### src/rtl/fp16_dot_seq.sv
// Job sequencer for a combinational fp16 multiply-accumulate datapath.
// Streams operand pairs into the MAC and registers each result back as the running accumulator.
module fp16_dot_seq #(
    parameter int unsigned LEN_W = 8
) (
    input  logic             clk,
    input  logic             rst_n,
    input  logic             start,
    input  logic [LEN_W-1:0] len,
    input  logic [15:0]      init,
    input  logic             in_valid,
    output logic             in_ready,
    input  logic [15:0]      in_op1,
    input  logic [15:0]      in_op2,
    output logic [15:0]      mac_op1,
    output logic [15:0]      mac_op2,
    output logic [15:0]      mac_ops,
    input  logic [15:0]      mac_result,
    output logic             out_valid,
    input  logic             out_ready,
    output logic [15:0]      out_data,
    output logic [LEN_W-1:0] skip_cnt,
    output logic             busy
);

    typedef enum logic [1:0] {IDLE, RUN, DONE} state_t;

    state_t           state_q;
    logic [15:0]      acc_q;
    logic [LEN_W-1:0] remaining_q;
    logic [LEN_W-1:0] skip_q;
    logic             in_ready_q;
    logic             out_valid_q;
    logic             busy_q;

    logic             beat;
    logic             zero_pair;

    always_comb begin
        beat      = in_valid & in_ready_q;
        // The MAC forces a hidden 1, so a +/-0 operand must bypass it entirely.
        zero_pair = (in_op1[14:0] == 15'd0) | (in_op2[14:0] == 15'd0);
        mac_op1   = in_op1;
        mac_op2   = in_op2;
        mac_ops   = acc_q;
        out_data  = acc_q;
        skip_cnt  = skip_q;
        in_ready  = in_ready_q;
        out_valid = out_valid_q;
        busy      = busy_q;
    end

    always_ff @(posedge clk or negedge rst_n) begin
        if (!rst_n) begin
            state_q     <= IDLE;
            acc_q       <= '0;
            remaining_q <= '0;
            skip_q      <= '0;
            in_ready_q  <= 1'b0;
            out_valid_q <= 1'b0;
            busy_q      <= 1'b0;
        end else begin
            case (state_q)
                IDLE: begin
                    if (start) begin
                        acc_q       <= init;
                        remaining_q <= len;
                        skip_q      <= '0;
                        busy_q      <= 1'b1;
                        if (len == '0) begin
                            state_q     <= DONE;
                            out_valid_q <= 1'b1;
                        end else begin
                            state_q    <= RUN;
                            in_ready_q <= 1'b1;
                        end
                    end
                end
                RUN: begin
                    if (beat) begin
                        remaining_q <= remaining_q - LEN_W'(1);
                        if (zero_pair) begin
                            if (skip_q != '1)
                                skip_q <= skip_q + LEN_W'(1);
                        end else begin
                            acc_q <= mac_result;
                        end
                        if (remaining_q == LEN_W'(1)) begin
                            state_q     <= DONE;
                            in_ready_q  <= 1'b0;
                            out_valid_q <= 1'b1;
                        end
                    end
                end
                DONE: begin
                    if (out_ready) begin
                        state_q     <= IDLE;
                        out_valid_q <= 1'b0;
                        busy_q      <= 1'b0;
                    end
                end
                default: begin
                    state_q     <= IDLE;
                    in_ready_q  <= 1'b0;
                    out_valid_q <= 1'b0;
                    busy_q      <= 1'b0;
                end
            endcase
        end
    end

endmodule

### config.mk
export PLATFORM = sky130hd
export DESIGN_NAME = fp16_dot_seq
export DESIGN_NICKNAME = d
export VERILOG_FILES = /design/src/rtl/fp16_dot_seq.sv
export SDC_FILE = /design/constraint.sdc
export NUM_CORES = 1
export LEC_CHECK = 0
export CORE_MARGIN = 5
export CORE_UTILIZATION = 38
export CTS_CLUSTER_DIAMETER = 80
export DETAILED_ROUTE_END_ITERATION = 6
export MAX_ROUTING_LAYER = met4
export PLACE_DENSITY = 0.82
export SKIP_LAST_GASP = 1
export SYNTH_ARGS = -nofsm -noshare
export SYNTH_HDL_FRONTEND = slang
export SYNTH_SLANG_ARGS = --single-unit
### constraint.sdc
create_clock -name clk -period 2.57 [get_ports clk]
set_input_delay 0.514 -clock clk [delete_from_list [all_inputs] [get_ports clk]]
set_output_delay 0.514 -clock clk [all_outputs]
set_load 0.03 [all_outputs]
==> summary.txt, run 1 <==
Status
  • Outcome: finished clean

Place
  • DP Wirelength: 5880 microns
  • I/O Buffers: 147
  • Placed Instances: 468
  • Post-Place Worst Slack: 124 ps
  • Final GP Congestion: 0.807

Clock tree
  • CTS Sinks: 37
  • Post-CTS Setup Inserts: 0
  • CTS Buffer Depth: 2
  • Later-pin clock latency in the skew report: 290 ps
  • CTS H-tree lvls: 2
  • Post-cts sizing count: 0
  • # hold bufs at CTS: 0
  • Worst-path clk slew: 70 ps
  • Clk root buf: clkbuf_8
  • CTS tree: built
  • CTS Buf Count: 5

Worst setup path
  • Worst-path fanout max: 2
  • Critical Path Most Common Cell: clkdlybuf4s50_1
  • Worst Path Buf+Inv: 2
  • CP cell instances: clkdlybuf4s50_1 -> clkdlybuf4s50_1
  • Startpoint class of the critical path: primary input
  • Critical Path RT: 2060 ps
  • Crit end category: output pin
  • CP arrival: 1700 ps
  • Max incr delay on CP: 680 ps
  • CP Class: in2out
  • Slowest CP cell: clkdlybuf4s50_1
  • CP delay by family, top: buffers and inverters

Synth
  • Cell area after synthesis: 2520 sq um
  • Yosys reg bits: 37
  • Yosys top cell area share: 36.8%
  • Syn Area/Cell: 8.62 sq um
  • Register area share after synthesis: 36.8%
  • Syn nets: 372
  • Cell taking the most area after synthesis: dfrtp_1
  • Mapped Cells: 292
  • Post-synth EDFFs: 0
  • Ranking of synthesized cells by area: dfrtp_1, buf_4, nand2_1
  • Ys flop type: dfrtp_1
  • Async SR Flop Fraction: 100%
  • Yosys cell types: 41
  • Synth warn: 0

Finish
  • Nets@finish: 478
  • Diodes inserted: 0
  • Layout area overhead: 53.3%
  • Seq. cell area: 926 sq um
  • Layout cells sized above 1: 10.0%
  • Commonest non-fill, non-tap cell in the layout: clkdlybuf4s50_1
  • Most frequent cells in the layout: clkdlybuf4s50_1, nand2_1, dfrtp_1
  • Final Core Density: 60.4%
  • Final non-filler cell total: 476
  • Fill cells: 543
  • Area occupied by multi-input gates: 1130 sq um

Detailed routing
  • Detailed-route wire length per cell: 15.3 microns
  • # DRC: 0
  • Final wirelength: 7260 microns
  • DR pass1 iterations: 4
  • Post-route ant nets: 0
  • Via Count: 2433
  • Via/cell ratio: 5.11
  • DR iter-0 viols: 100

Power
  • Leak pwr: 1.64 nW
  • Clock network fraction of total power: 15.3%
  • Total power: 0.00344 W
  • Int Power: 0.00201 W
  • Sequential share of power: 28.0%
  • Maximum VDD drop: 0.639 mV
  • Switching Fraction: 41.5%
  • NetSw: 0.00143 W
  • Comb power frac: 56.7%
  • PwrDens: 891 nW/um^2

Global routing
  • Total GRT Usage: 17.8%
  • Initial antenna violation count: 0
  • Number of global-route vias before repair: 2424
  • Total congestion overflow: 0
  • Largest net degree at the start of global routing: 38
  • First-pass GRT wire length: 11900 microns

Timing
  • Setup violators final: 0
  • Rel. slew slack: 43.6%
  • Crit share post-route: 86.0%
  • Final Hold Fails: 0
  • Setup TNS: 0 ps
  • RSZ-0062 raised after global routing: no
  • Worst Max-Slew Pin Slew: 846 ps
  • Final slew viol count: 0
  • Period minus WS final: 2210 ps
  • Peak Freq: 0.453 GHz
  • Clk_skew: 3.77 ps
  • Final worst slack: 361 ps

Hold path
  • Worst min path class: in2async

Die
  • Row Count: 29
  • I/O pin count: 152
  • Initial Util: 39.4%
  • Die X: 91.4 microns
  • Core region area: 6390 sq um
  • Die Area: 8350 sq um
  • Die span in y: 91.4 microns

Flow run
  • Max cap viols: 0
## logic make-up (layout without fill, tap and decap cells)
group / Yosys count / in the layout / share of synthesized area, %
DFF: 37 / 37 / 36.8
muxes: 16 / 16 / 8.65
adders and majority gates: 3 / 3 / 1.49
and+or+nand+nor: 120 / 120 / 22.3
buffers and inverters: 66 / 173 / 18.3
AOI/OAI and AO/OA: 50 / 50 / 12.5
## final timing paths
| path | startpoint | end | slack [ps] | cells after the start |
|---|---|---|---|---|
| worst max-delay path | in_op1[12] | mac_op1[12] | 360 | 2 |
| worst min-delay path | rst_n | busy | 320 | 1 |
| worst max register to register | state_q[1] | mac_ops[0] | 650 | 5 |
| worst min register to register | remaining_q[7] | remaining_q[7] | 540 | 2 |
| max in group asynchronous | rst_n | mac_ops[11] | 1720 | 1 |
| min in group clk | remaining_q[7] | remaining_q[7] | 540 | 2 |
## power by group through the flow
stage	combinational, W	clock, W	sequential [W]
6_report	0.00195	0.000526	0.000963
2_1_floorplan	0.00107	0	0.00122
4_1_cts	0.00197	0.000541	0.000964
3_3_place_gp	0.00193	0	0.000962
5_1_grt	0.00206	0.000567	0.00100
3_5_place_dp	0.00196	0	0.000969
## cell type report
cell class | instances | share of cell area (%)
inverters | 8 | 0.779
well taps | 77 | 2.50
clock inverters | 2 | 0.973
flip-flops and latches | 37 | 24.0
multi-input cells | 189 | 29.3
clock buffers | 6 | 2.14
repair buffers | 157 | 40.3
## cell usage after synthesis, drive strengths merged, types with 6 or more instances
| master | number |
|---|---|
| nor4 | 8 |
| dfrtp | 37 |
| a21oi | 19 |
| clkbuf | 6 |
| nor3 | 6 |
| o21ai | 11 |
| mux2 | 16 |
| o22ai | 6 |
| nor2 | 6 |
| nand2 | 72 |
| buf | 52 |
| inv | 8 |
## metal layers
layer / global-route usage, % / up-vias / wire length, microns
li1: - / 1174 / -
met1: 20.6 / 1110 / 2890
met2: 30.9 / 144 / 3660
met3: 3.88 / 5 / 640
met4: 5.01 / 0 / 76
met5: - / - / 0
## stage by stage
| step | hold slack [ps] | cell area (sq um) |
|---|---|---|
| 2_1_floorplan | 218 | 2520 |
| 3_3_place_gp | 512 | 3740 |
| 3_5_place_dp | 523 | 3740 |
| 4_1_cts | 351 | 3860 |
| 5_1_grt | 393 | 3860 |
| 6_report | 324 | 3860 |
## flip-flops by register name, summed over array words and instances, names as in the netlist
| signal | cells |
|---|---|
| remaining_q | 8 |
| mac_ops | 16 |
| out_valid | 1 |
| in_ready | 1 |
| busy | 1 |
| state_q | 2 |
| skip_cnt | 8 |
No activity file was read; power rests on OpenSTA's default activity.
==> run 2, diff against run 1 <==
Settings changed: ABC_AREA set to 1, CORE_UTILIZATION 38 to 39.
==> run 2 against run 1 <==
Effect of this change: via count is 10% higher; critical path type unchanged; largest power group unchanged; area after synthesis grew 4.5%; die area is 1.6% higher; global-route usage is 0.16 points lower.
==> summary.txt, run 2 <==
Worst setup path
  • CP delay by family, top: buffers and inverters
  • Crit end category: output pin
  • R2R Path End: skip_cnt[2]
  • R2R setup slack: 490 ps
  • Slowest CP cell: clkdlybuf4s50_1
  • Critical Path RT: 2060 ps
  • Worst Path Buf+Inv: 2
  • CP Class: in2out
  • CP arrival: 1710 ps
  • Worst r2r src: state_q[1]
  • Max incr delay on CP: 690 ps
  • R2R depth: 7
  • Startpoint class of the critical path: primary input
  • Worst-path fanout max: 2
  • Critical Path Most Common Cell: clkdlybuf4s50_1
  • CP cell instances: clkdlybuf4s50_1 -> clkdlybuf4s50_1

Synth
  • Synth Area in Compound Gates: 5.00%
  • Post-synthesis simple-gate area fraction: 36.8%
  • Syn nets: 464
  • Cell taking the most area after synthesis: dfrtp_1
  • Synth Area in XOR/XNOR: 2.00%
  • Yosys cell types: 28
  • Mux cell area share after synthesis: 0%
  • Adder-cell share of the synthesized area: 1.43%
  • Mapped Cells: 384
  • Cell with the most instances after synthesis: nand2_1
  • Async SR Flop Fraction: 100%
  • Yosys reg bits: 37
  • Ranking of synthesized cells by area: dfrtp_1, nand2_1, buf_4
  • Ys flop type: dfrtp_1
  • Largest family of logic cells by synthesized area: simple AND/OR/NAND/NOR gates
  • Post-synth EDFFs: 0
  • Syn Area/Cell: 6.85 sq um
  • Synth warn: 0
  • Cell area after synthesis: 2630 sq um
  • Register area share after synthesis: 35.2%
  • Yosys top cell area share: 35.2%
  • Synth top cells by count: nand2_1, buf_4, nor2_1, dfrtp_1, nand3_1

Hold path
  • Worst min path class: in2async

Clock tree
  • Post-CTS Setup Inserts: 0
  • Worst-path clk slew: 70 ps
  • Post-cts sizing count: 0
  • # hold bufs at CTS: 0
  • CTS Buffer Depth: 2
  • Clk root buf: clkbuf_8
  • CTS Buf Count: 5
  • CTS H-tree lvls: 2
  • Later-pin clock latency in the skew report: 280 ps
  • CTS tree: built
  • CTS Sinks: 37

Global routing
  • Initial antenna violation count: 0
  • Total GRT Usage: 17.6%
  • Largest net degree at the start of global routing: 38
  • First-pass GRT wire length: 12000 microns
  • Total congestion overflow: 0
  • Number of global-route vias before repair: 2715

Timing
  • Setup violators final: 0
  • Worst Max-Slew Pin Slew: 806 ps
  • Clk_skew: 2.54 ps
  • Crit share post-route: 86.6%
  • RSZ-0062 raised after global routing: no
  • Final Hold Fails: 0
  • Rel. slew slack: 46.3%
  • Setup TNS: 0 ps
  • Final worst slack: 343 ps
  • Period minus WS final: 2230 ps
  • Worst hold slack: 311 ps
  • Final slew viol count: 0
  • Peak Freq: 0.449 GHz

Power
  • Maximum VDD drop: 0.599 mV
  • Sequential share of power: 24.7%
  • Leak pwr: 1.80 nW
  • Switching Fraction: 51.1%
  • PwrDens: 1080 nW/um^2
  • Clock network fraction of total power: 9.1%
  • Int Power: 0.00203 W
  • Total power: 0.00415 W
  • Comb power frac: 66.2%
  • NetSw: 0.00212 W

Place
  • DP Wirelength: 5810 microns
  • I/O Buffers: 147
  • Post-Place Worst Slack: 341 ps
  • Placed Instances: 556
  • Final GP Congestion: 0.797

Detailed routing
  • # DRC: 0
  • Final wirelength: 7330 microns
  • Via/cell ratio: 4.78
  • Detailed-route wire length per cell: 13.0 microns
  • DR pass1 iterations: 4
  • Via Count: 2688
  • Post-route ant nets: 0
  • DR iter-0 viols: 150

Finish
  • Nets@finish: 563
  • Diodes inserted: 0
  • Most frequent cells in the layout: nand2_1, clkdlybuf4s50_1, nor2_1
  • Fill cells: 608
  • Final non-filler cell total: 562
  • Seq. cell area: 926 sq um
  • Layout cells sized above 1: 4.36%
  • Layout area overhead: 46.9%
  • Area occupied by multi-input gates: 1190 sq um
  • Largest register FFs: 16

Die
  • Die Area: 8480 sq um
  • Core region area: 6680 sq um
  • Initial Util: 39.3%
  • Die X: 92.1 microns
  • I/O pin count: 152
  • Die span in y: 92.1 microns
  • Row Count: 30

Flow run
  • Max cap viols: 0

Status
  • Outcome: finished clean
run 2: logic make-up after synthesis:
family,Yosys count
AO/OA/AOI/OAI,24
buffers and inverters,80
AND/OR/NAND/NOR,234
adder cells (fa/ha/maj),3
flip-flops,37
XOR/XNOR,6
run 2: power by group through the flow:
stage	clock, W	combinational [W]	sequential [W]
6_report	0.000379	0.00275	0.00102
5_1_grt	0.000405	0.00301	0.00107
4_1_cts	0.000382	0.00278	0.00103
3_5_place_dp	0	0.00278	0.00104
3_3_place_gp	0	0.00271	0.00102
2_1_floorplan	0	0.00172	0.00130
run 2: routing by layer:
metal  track usage [%]  wire length, microns
met1              20.9                  3160
met2              31.1                  3670
met3              3.77                   480
met4              3.22                    27
met5                 -                     0
run 2: cell type report:
type / count / share of cell area [%]
tap: 80 / 2.59
multi-input combinational: 267 / 30.8
sequential: 37 / 24.0
timing repair buffer: 150 / 38.6
clock buffer: 5 / 1.78
clock inverter: 1 / 0.130
inverter: 22 / 2.14
run 2: worst max path at each step:
stage,depth (start not counted),slack (ps),startpoint,end
final,2,340,in_op2[12],mac_op2[12]
after global routing,7,300,state_q[1],skip_cnt[3]
after CTS,2,330,in_op2[12],mac_op2[12]
after detailed placement,2,340,in_op2[12],mac_op2[12]
after global placement,2,340,in_op2[12],mac_op2[12]
after floorplan,9,1000,skip_cnt[0],skip_cnt[7]
run 2: stage by stage:
stage	instance area (sq um)	util (%)
global route	3860	57.8
CTS	3860	57.8
global placement	3790	56.7
finish	3860	57.8
floorplan	2630	-
detailed placement	3790	56.7
